[src/rtl/directory_controller_if.sv]
// Signal bundle between the two L1 caches and the home-node directory controller.
interface directory_controller_if #(
    parameter int ADDR_W = 8,
    parameter int DATA_W = 8
);
    logic [2:0]        msg_c0;
    logic [ADDR_W-1:0] addr_c0;
    logic [2:0]        msg_c1;
    logic [ADDR_W-1:0] addr_c1;
    logic              wb_valid_c0;
    logic [DATA_W-1:0] wb_data_c0;
    logic              wb_valid_c1;
    logic [DATA_W-1:0] wb_data_c1;
    logic [2:0]        msg_to_c0;
    logic [2:0]        msg_to_c1;
    logic [ADDR_W-1:0] addr_to_c;
    logic              ack_c0;
    logic              ack_c1;
    logic              data_reply_c0;
    logic              data_reply_c1;
    logic [DATA_W-1:0] reply_data;
    logic              err;

    modport master (
        output msg_c0, addr_c0, msg_c1, addr_c1,
        output wb_valid_c0, wb_data_c0, wb_valid_c1, wb_data_c1,
        input  msg_to_c0, msg_to_c1, addr_to_c, ack_c0, ack_c1,
        input  data_reply_c0, data_reply_c1, reply_data, err
    );

    modport slave (
        input  msg_c0, addr_c0, msg_c1, addr_c1,
        input  wb_valid_c0, wb_data_c0, wb_valid_c1, wb_data_c1,
        output msg_to_c0, msg_to_c1, addr_to_c, ack_c0, ack_c1,
        output data_reply_c0, data_reply_c1, reply_data, err
    );
endinterface

[src/rtl/directory_controller.sv]
// Home-node full-map directory for two caches: arbitrates misses/upgrades, drives
// remote fetch/invalidate, collects write-backs and replies to the requester.
module directory_controller #(
    parameter int ADDR_W     = 8,
    parameter int DATA_W     = 8,
    parameter int WB_TIMEOUT = 15
) (
    input  logic                  clk,
    input  logic                  reset,
    directory_controller_if.slave bus
);
    localparam int DEPTH = 1 << ADDR_W;

    typedef enum logic [2:0] {IDLE, LOOKUP, SEND, WAIT_WB, REPLY} fsm_t;
    typedef enum logic [1:0] {DIR_U = 2'b00, DIR_S = 2'b01, DIR_E = 2'b10} dir_t;

    localparam logic [2:0] MSG_RD  = 3'b100;
    localparam logic [2:0] MSG_INV = 3'b001;
    localparam logic [2:0] TO_FETCH = 3'b100;
    localparam logic [2:0] TO_INV   = 3'b010;
    localparam logic [2:0] TO_FINV  = 3'b001;

    fsm_t              state;
    dir_t              dir_state   [DEPTH];
    logic [1:0]        dir_sharers [DEPTH];
    logic              written     [DEPTH];
    logic [DATA_W-1:0] mem         [DEPTH];

    logic              rr_ptr;
    logic              req_id;
    logic [2:0]        req_msg;
    logic [ADDR_W-1:0] req_addr;
    dir_t              nxt_state;
    logic [1:0]        nxt_sharers;
    logic              with_data;
    logic              need_wb;
    logic [3:0]        wb_cnt;

    logic              valid0, valid1, grant;
    logic [2:0]        grant_msg;
    logic [ADDR_W-1:0] grant_addr;
    dir_t              cur_state;
    logic [1:0]        cur_sharers, bit_i, bit_j;
    logic              has_i, has_j;
    logic              wb_accept;
    logic [DATA_W-1:0] wb_sel_data, rd_data;
    logic [2:0]        dec_remote;
    dir_t              dec_state;
    logic [1:0]        dec_sharers;
    logic              dec_data, dec_wb, dec_err;

    always_comb begin
        // NOTE: every combinational signal gets a default first so no path can infer a latch.
        // A cache whose ack is still on the wire has not yet dropped its level request.
        valid0      = (bus.msg_c0 != 3'b000) && !bus.ack_c0;
        valid1      = (bus.msg_c1 != 3'b000) && !bus.ack_c1;
        grant       = (valid0 && valid1) ? rr_ptr : valid1;
        grant_msg   = grant ? bus.msg_c1  : bus.msg_c0;
        grant_addr  = grant ? bus.addr_c1 : bus.addr_c0;
        cur_state   = dir_state[req_addr];
        cur_sharers = dir_sharers[req_addr];
        bit_i       = req_id ? 2'b10 : 2'b01;
        bit_j       = ~bit_i;
        has_i       = (cur_sharers & bit_i) != 2'b00;
        has_j       = (cur_sharers & bit_j) != 2'b00;
        wb_accept   = !reset && (state == WAIT_WB) && (req_id ? bus.wb_valid_c0 : bus.wb_valid_c1);
        wb_sel_data = req_id ? bus.wb_data_c0 : bus.wb_data_c1;
        rd_data     = written[req_addr] ? mem[req_addr] : DATA_W'(req_addr);
    end

    always_comb begin
        dec_remote  = 3'b000;
        dec_state   = DIR_S;
        dec_sharers = bit_i;
        dec_data    = 1'b1;
        dec_wb      = 1'b0;
        dec_err     = 1'b0;
        if (req_msg == MSG_RD) begin
            case (cur_state)
                DIR_S: dec_sharers = cur_sharers | bit_i;
                DIR_E: begin
                    if (has_j) begin
                        dec_remote  = TO_FETCH;
                        dec_sharers = 2'b11;
                        dec_wb      = 1'b1;
                    end else begin
                        dec_err = 1'b1;
                    end
                end
                default: ;
            endcase
        end else begin
            // A lost upgrade race falls through here and is treated as a write miss.
            dec_state = DIR_E;
            if (cur_state == DIR_S) begin
                dec_data = !((req_msg == MSG_INV) && has_i);
                if (has_j) dec_remote = TO_INV;
            end else if ((cur_state == DIR_E) && has_j) begin
                dec_remote = TO_FINV;
                dec_wb     = 1'b1;
            end
        end
    end

    // NOTE: memory array is deliberately not reset; the reset-cleared written flags make an untouched block read back its initial image.
    always_ff @(posedge clk) begin
        if (wb_accept) mem[req_addr] <= wb_sel_data;
    end

    // NOTE: sequential state uses non-blocking assignments so every register samples pre-edge values.
    always_ff @(posedge clk) begin
        if (reset) begin
            state             <= IDLE;
            rr_ptr            <= 1'b0;
            req_id            <= 1'b0;
            req_msg           <= 3'b000;
            req_addr          <= '0;
            nxt_state         <= DIR_U;
            nxt_sharers       <= 2'b00;
            with_data         <= 1'b0;
            need_wb           <= 1'b0;
            wb_cnt            <= 4'd0;
            bus.msg_to_c0     <= 3'b000;
            bus.msg_to_c1     <= 3'b000;
            bus.addr_to_c     <= '0;
            bus.ack_c0        <= 1'b0;
            bus.ack_c1        <= 1'b0;
            bus.data_reply_c0 <= 1'b0;
            bus.data_reply_c1 <= 1'b0;
            bus.reply_data    <= '0;
            bus.err           <= 1'b0;
            for (int k = 0; k < DEPTH; k++) begin
                dir_state[k]   <= DIR_U;
                dir_sharers[k] <= 2'b00;
                written[k]     <= 1'b0;
            end
        end else begin
            bus.msg_to_c0     <= 3'b000;
            bus.msg_to_c1     <= 3'b000;
            bus.addr_to_c     <= '0;
            bus.ack_c0        <= 1'b0;
            bus.ack_c1        <= 1'b0;
            bus.data_reply_c0 <= 1'b0;
            bus.data_reply_c1 <= 1'b0;
            bus.reply_data    <= '0;
            bus.err           <= 1'b0;
            case (state)
                IDLE: begin
                    if (valid0 || valid1) begin
                        if (valid0 && valid1) rr_ptr <= ~grant;
                        if ((grant_msg & (grant_msg - 3'd1)) != 3'b000) begin
                            bus.err <= 1'b1;
                            if (grant) bus.ack_c1 <= 1'b1;
                            else       bus.ack_c0 <= 1'b1;
                        end else begin
                            req_id   <= grant;
                            req_msg  <= grant_msg;
                            req_addr <= grant_addr;
                            state    <= LOOKUP;
                        end
                    end
                end
                LOOKUP: begin
                    nxt_state   <= dec_state;
                    nxt_sharers <= dec_sharers;
                    with_data   <= dec_data;
                    need_wb     <= dec_wb;
                    wb_cnt      <= 4'd0;
                    bus.err     <= dec_err;
                    if (dec_remote != 3'b000) begin
                        if (req_id) bus.msg_to_c0 <= dec_remote;
                        else        bus.msg_to_c1 <= dec_remote;
                        bus.addr_to_c <= req_addr;
                        state         <= SEND;
                    end else begin
                        state <= REPLY;
                    end
                end
                SEND: state <= need_wb ? WAIT_WB : REPLY;
                WAIT_WB: begin
                    if (wb_accept) begin
                        written[req_addr] <= 1'b1;
                        state             <= REPLY;
                    end else if (wb_cnt == 4'(WB_TIMEOUT - 1)) begin
                        bus.err <= 1'b1;
                        state   <= REPLY;
                    end else begin
                        wb_cnt <= wb_cnt + 4'd1;
                    end
                end
                REPLY: begin
                    dir_state[req_addr]   <= nxt_state;
                    dir_sharers[req_addr] <= nxt_sharers;
                    if (req_id) begin
                        bus.ack_c1        <= 1'b1;
                        bus.data_reply_c1 <= with_data;
                    end else begin
                        bus.ack_c0        <= 1'b1;
                        bus.data_reply_c0 <= with_data;
                    end
                    bus.reply_data <= rd_data;
                    bus.addr_to_c  <= req_addr;
                    state          <= IDLE;
                end
                default: state <= IDLE;
            endcase
        end
    end
endmodule

[src/flat_wrapper.sv]
// flat-port wrapper written by rule: the top's interface ports become plain ports
module directory_controller_flat 
#(
    parameter int ADDR_W     = 8,
    parameter int DATA_W     = 8,
    parameter int WB_TIMEOUT = 15
)
  (clk, reset, bus_msg_c0, bus_addr_c0, bus_msg_c1, bus_addr_c1, bus_wb_valid_c0, bus_wb_data_c0, bus_wb_valid_c1, bus_wb_data_c1, bus_msg_to_c0, bus_msg_to_c1, bus_addr_to_c, bus_ack_c0, bus_ack_c1, bus_data_reply_c0, bus_data_reply_c1, bus_reply_data, bus_err);
  directory_controller_if #(.ADDR_W(ADDR_W), .DATA_W(DATA_W)) bus_i ();
  input  logic clk;
  input  logic reset;
  input wire logic [$bits(bus_i.msg_c0)-1:0] bus_msg_c0;
  input wire logic [$bits(bus_i.addr_c0)-1:0] bus_addr_c0;
  input wire logic [$bits(bus_i.msg_c1)-1:0] bus_msg_c1;
  input wire logic [$bits(bus_i.addr_c1)-1:0] bus_addr_c1;
  input wire logic [$bits(bus_i.wb_valid_c0)-1:0] bus_wb_valid_c0;
  input wire logic [$bits(bus_i.wb_data_c0)-1:0] bus_wb_data_c0;
  input wire logic [$bits(bus_i.wb_valid_c1)-1:0] bus_wb_valid_c1;
  input wire logic [$bits(bus_i.wb_data_c1)-1:0] bus_wb_data_c1;
  output wire logic [$bits(bus_i.msg_to_c0)-1:0] bus_msg_to_c0;
  output wire logic [$bits(bus_i.msg_to_c1)-1:0] bus_msg_to_c1;
  output wire logic [$bits(bus_i.addr_to_c)-1:0] bus_addr_to_c;
  output wire logic [$bits(bus_i.ack_c0)-1:0] bus_ack_c0;
  output wire logic [$bits(bus_i.ack_c1)-1:0] bus_ack_c1;
  output wire logic [$bits(bus_i.data_reply_c0)-1:0] bus_data_reply_c0;
  output wire logic [$bits(bus_i.data_reply_c1)-1:0] bus_data_reply_c1;
  output wire logic [$bits(bus_i.reply_data)-1:0] bus_reply_data;
  output wire logic [$bits(bus_i.err)-1:0] bus_err;
  assign bus_i.msg_c0 = bus_msg_c0;
  assign bus_i.addr_c0 = bus_addr_c0;
  assign bus_i.msg_c1 = bus_msg_c1;
  assign bus_i.addr_c1 = bus_addr_c1;
  assign bus_i.wb_valid_c0 = bus_wb_valid_c0;
  assign bus_i.wb_data_c0 = bus_wb_data_c0;
  assign bus_i.wb_valid_c1 = bus_wb_valid_c1;
  assign bus_i.wb_data_c1 = bus_wb_data_c1;
  assign bus_msg_to_c0 = bus_i.msg_to_c0;
  assign bus_msg_to_c1 = bus_i.msg_to_c1;
  assign bus_addr_to_c = bus_i.addr_to_c;
  assign bus_ack_c0 = bus_i.ack_c0;
  assign bus_ack_c1 = bus_i.ack_c1;
  assign bus_data_reply_c0 = bus_i.data_reply_c0;
  assign bus_data_reply_c1 = bus_i.data_reply_c1;
  assign bus_reply_data = bus_i.reply_data;
  assign bus_err = bus_i.err;
  directory_controller #(.ADDR_W(ADDR_W), .DATA_W(DATA_W), .WB_TIMEOUT(WB_TIMEOUT)) u_core (.clk(clk), .reset(reset), .bus(bus_i));
endmodule
[config.mk]
export PLATFORM = sky130hd
export DESIGN_NAME = directory_controller_flat
export DESIGN_NICKNAME = d
export VERILOG_FILES = /design/src/rtl/directory_controller_if.sv /design/src/rtl/directory_controller.sv /design/src/flat_wrapper.sv
export SDC_FILE = /design/constraint.sdc
export NUM_CORES = 2
export LEC_CHECK = 0
export ABC_AREA = 0
export BUFFER_PORTS_ARGS = -buffer_cell sky130_fd_sc_hd__buf_2
export CELL_PAD_IN_SITES_DETAIL_PLACEMENT = 2
export CELL_PAD_IN_SITES_GLOBAL_PLACEMENT = 2
export CORE_AREA = 3 3 593 536
export DETAILED_ROUTE_END_ITERATION = 6
export DIE_AREA = 0 0 596 539
export GPL_ROUTABILITY_DRIVEN = 0
export PLACE_DENSITY_LB_ADDON = 0.1
export SLEW_MARGIN = 25
export SYNTH_ARGS = -nofsm -noshare
export SYNTH_HDL_FRONTEND = slang
export SYNTH_SLANG_ARGS = --single-unit
[constraint.sdc]
create_clock -name clk -period 3.6 [get_ports clk]
set_input_delay 0.72 -clock clk [delete_from_list [all_inputs] [get_ports clk]]
set_output_delay 0.72 -clock clk [all_outputs]
set_load 0.01 [all_outputs]
==> results of run 1 <==
[Yosys cell counts, types with 7 or more instances]
| cell type | number | area share |
|---|---|---|
| a21oi_1 | 168 | 0.0061 |
| a22oi_1 | 308 | 0.017 |
| a31oi_1 | 18 | 0.00082 |
| and2_1 | 9 | 0.00041 |
| buf_1 | 38 | 0.0010 |
| buf_2 | 92 | 0.0034 |
| buf_4 | 21 | 0.0012 |
| buf_6 | 10 | 0.00082 |
| clkbuf_1 | 551 | 0.015 |
| dfxtp_1 | 317 | 0.046 |
| edfxtp_1 | 3072 | 0.67 |
| inv_1 | 263 | 0.0072 |
| mux2_2 | 11 | 0.00090 |
| mux2i_1 | 66 | 0.0048 |
| mux4_2 | 856 | 0.14 |
| nand2_1 | 158 | 0.0043 |
| nand2b_1 | 13 | 0.00059 |
| nand3_1 | 39 | 0.0014 |
| nand4_1 | 8 | 0.00037 |
| nor2_1 | 1366 | 0.037 |
| nor2b_1 | 27 | 0.0012 |
| nor3_1 | 19 | 0.00069 |
| nor4_1 | 42 | 0.0019 |
| o211ai_1 | 7 | 0.00038 |
| o21ai_0 | 13 | 0.00047 |
| o21ai_1 | 9 | 0.00033 |
| o21bai_1 | 256 | 0.014 |
| o22ai_1 | 277 | 0.013 |
| or2_0 | 8 | 0.00037 |
[kinds of logic after synthesis]
family,synth area share
AO/OA/AOI/OAI,0.0538
buffers and inverters,0.0288
XOR/XNOR,0.000256
flip-flops,0.720
adder cells (fa/ha/maj),0.000438
AND/OR/NAND/NOR,0.0505
multiplexers,0.146
[metrics by stage]
step	cell area [µm²]	hold WS [ps]	TNS, ps
after global placement	148000	455	-15850
after floorplan	137000	434	0
==> out/qor.yml, run 1 <==
row_count: 195
die_h_um: 539
port_buffers: 68
ys_ff_latch: 3389
dp_hpwl_um: 314000
synth-edff-count: 3072
synthArstFlopShare: 0
die_w_um: 596
status: "stopped before the end"
io_pins: 69
ys_warn_count: 0
netlist_instances: 8120
postSynthAreaPerCell_um2: 16.9
firstError: "[ERROR DPL-0033] detailed placement checks failed during check placement."
synth_seq_area_share: 0.720
haltStage: "detailed placement"
synth_area_um2: 137000
synthDistinctLibCells: 63
syn_nets: 8166
synth_ff_type: "edfxtp_1"
initial_core_util: 0.438
==> run 2, diff against run 1 <==
--- a/config.mk
+++ b/config.mk
@@ -7,13 +7,11 @@
 export LEC_CHECK = 0
 export ABC_AREA = 0
 export BUFFER_PORTS_ARGS = -buffer_cell sky130_fd_sc_hd__buf_2
-export CELL_PAD_IN_SITES_DETAIL_PLACEMENT = 2
-export CELL_PAD_IN_SITES_GLOBAL_PLACEMENT = 2
-export CORE_AREA = 3 3 593 536
+export CORE_AREA = 3 3 630 632
 export DETAILED_ROUTE_END_ITERATION = 6
-export DIE_AREA = 0 0 596 539
+export DIE_AREA = 0 0 633 635
 export GPL_ROUTABILITY_DRIVEN = 0
-export PLACE_DENSITY_LB_ADDON = 0.1
+export PLACE_DENSITY_LB_ADDON = 0.15
 export SLEW_MARGIN = 25
 export SYNTH_ARGS = -nofsm -noshare
 export SYNTH_HDL_FRONTEND = slang
==> constraint.sdc (replaced) <==
create_clock -name clk -period 4.68 [get_ports clk]
set_input_delay 0.936 -clock clk [delete_from_list [all_inputs] [get_ports clk]]
set_output_delay 0.936 -clock clk [all_outputs]
set_load 0.01 [all_outputs]
==> run 2 against run 1 <==
The run now ends clean. Synthesized cell count is the same. Area after synthesis is the same.
==> out/qor.yml, run 2 <==
r2r_slack_ps: 30
rsz0062_at_grt: "false"
ff_latch_area_um2: 98600
arrival_ps: 5450
grt_pass1_wl_um: 603000
cp.depth: 10
synth-edff-count: 3072  # unchanged
firstDrtPassIters: 6
critical-path-max-stage-delay_ps: 840
finalSetupTns_ps: 0
synthDistinctLibCells: 63  # unchanged
cts_tree: "yes"
path_class: "reg -> reg"
met1_usage: 0.293
holdBufCountCts: 0
top_regs: "u_core.mem (2048), u_core.dir_sharers (512), u_core.dir_state (512)"
grt_util_met2: 0.339
setup_viol: 0
largest_reg_flops: 2048
grt-busiest-layer: "met2"
routedWlPerCell_um: 30.7
critPathLaunchType: "flop"
die_h_um: 635  # +18%
post-route-min-period_ps: 4650
die_w_um: 633  # +6.2%
grt_max_degree: 219
routed_wl_um: 428000
cp-end-kind: "flop"
final_common_cell: "edfxtp_1"
postSynthAreaPerCell_um2: 16.9  # unchanged
critPathTopFamily: "simple AND/OR/NAND/NOR gates"
netlist.area_leader.share: 0.673  # unchanged
synthTopCellsByCount: "edfxtp_1 (3,072), nor2_1 (1,366), mux4_2 (856)"
synth_most_common_cell: "edfxtp_1"
multi_input_area_um2: 34900
ff2ff_path_depth: 10
worstPathMaxFanout: 93
worstPathRequired_ps: 5480
dieArea_um2: 402000
htreeDepth: 5
grt_use_met3: 0.0308
status: "finished clean"
nets: 8468
netlist_instances: 8120  # unchanged
num_vias: 76700
drv_slew: 0
cts_max_path_buffers: 4
clkTransAtPathRegs_ps: 60
whs_ps: 269
holdPathEnd: "u_core.req_msg[1]"
crit_slowest_cell: "nor4_1"
fillCellCount: 35400
ant_nets: 0
tightest_slew_ps: 1100
cts_root_buf: "clkbuf_16"
syn_nets: 8166  # unchanged
post_route_cells_drive_above_1_share: 0.243
maxCapViolations: 0
port_buffers: 68  # unchanged
fin_util: 0.405
antenna_found_initial: 10
largest-register: "u_core.mem"
finalHoldViolCount: 0
power_leakage_nw: 49.0
cts_buffers: 365
dp_hpwl_um: 258000  # -18%
drc: 0
powerDensity_nw_per_um2: 550
r2r-end: "u_core.bus.reply_data[7]"
final_cell_mix: "edfxtp_1 (3,072), nor2_1 (1,364), mux4_2 (856), buf_4 (503), clkbuf_16 (374)"
ys_warn_count: 0  # unchanged
io_pins: 69  # unchanged
synth_area_um2: 137000  # unchanged
holdCritStartpoint: "reset"
synth_seq_area_share: 0.720  # unchanged
synth.largest_area_cell: "edfxtp_1"
core_um2: 392000
grt_usage: 0.209
fmax_ghz: 0.215
clock_skew_ps: 93.7
via_per_inst: 5.50
post_cts_buffers: 0
crit_chain: "buf_12, buf_16, mux4_2, a22oi_1, a21oi_1, nor4_1, o22ai_1, or2_0, mux2i_1, nor2_1"
syn_to_final_growth_pct: 15.8
ys_ff_latch: 3389  # unchanged
synthTopCellsByArea: "edfxtp_1 (67%), mux4_2 (14%), dfxtp_1 (4.6%), nor2_1 (3.7%), a22oi_1 (1.7%)"
grt_pass1_vias: 77700
ir_worst_vdd_mv: 0.457
drt-initial-drc-count: 8722
overflow: 0
initial_core_util: 0.349  # -0.0885
cp_num_buf_inv: 2
clk_latency_ps: 970
synth_ff_type: "edfxtp_1"
row_count: 230  # +18%
maxSlewHeadroom: 0.268
period_share: 0.993
synthArstFlopShare: 0  # unchanged
cts_sinks: 3389
hold_depth: 2
hold_path.class: "in -> reg"
-- run 2: cell counts after synthesis --
Identical to the previous run, type by type.
-- run 2: metrics by stage --
stage	total power, mW	cells	setup slack (ps)	cell area [µm²]
6_report	87.3	14000	33.8	159000
5_1_grt	90.2	14000	2.96	159000
3_3_place_gp	59.0	13300	69.6	147000
4_1_cts	88.1	13900	99.5	159000
2_1_floorplan	48.8	8120	879	137000
3_5_place_dp	59.1	13300	155	147000
-- run 2: timing repair --
action	in CTS	in global routing
endpoints found under the hold margin	0	0
resized for setup	0	2
setup endpoints to repair	0	2
-- run 2: worst max path at each step --
stage               startpoint                        to  slack, ps
floorplan                 flop           u_core.state[1]        880
global placement          flop  u_core.bus.reply_data[3]         70
detailed placement        flop  u_core.bus.reply_data[3]        160
CTS                       flop  u_core.bus.reply_data[3]        100
global route              flop           u_core.state[1]          3
finish                    flop  u_core.bus.reply_data[7]         30
-- run 2: power breakdown --
group	leakage, nW	internal, mW	switching (mW)
clock	5.83	16.9	12.2
sequential	31.5	34.5	0.605
combinational	11.6	8.38	14.7
total	49.0	59.8	27.5
-- run 2: kinds of logic (layout without fill, tap and decap cells) --
| logic type | after synthesis | after routing | synth area share |
|---|---|---|---|
| AO/OA/AOI/OAI | 1088 | 1088 | 0.0538 |
| XOR/XNOR | 4 | 4 | 0.000256 |
| adder cells (fa/ha/maj) | 5 | 5 | 0.000438 |
| buffers and inverters | 979 | 1586 | 0.0288 |
| flip-flops | 3389 | 3389 | 0.720 |
| multiplexers | 933 | 933 | 0.146 |
| other | 0 | 7 | 0 |
| AND/OR/NAND/NOR | 1722 | 1722 | 0.0505 |
-- run 2: layout make-up --
class                      count  share of cell area
sequential                  3389               0.622
multi-input combinational   3752               0.220
clock buffer                 451              0.0613
tap                         5220              0.0412
timing repair buffer         647              0.0356
clock inverter               221              0.0139
inverter                     267             0.00632
antenna                        7            0.000110
-- run 2: routing by layer --
layer | wire length, µm | part of all wire
met5 | 14 | 0.000033
met4 | 13200 | 0.031
met3 | 27200 | 0.064
met2 | 205000 | 0.48
met1 | 182000 | 0.43
Note: power is estimated with default switching activity, not from simulation.
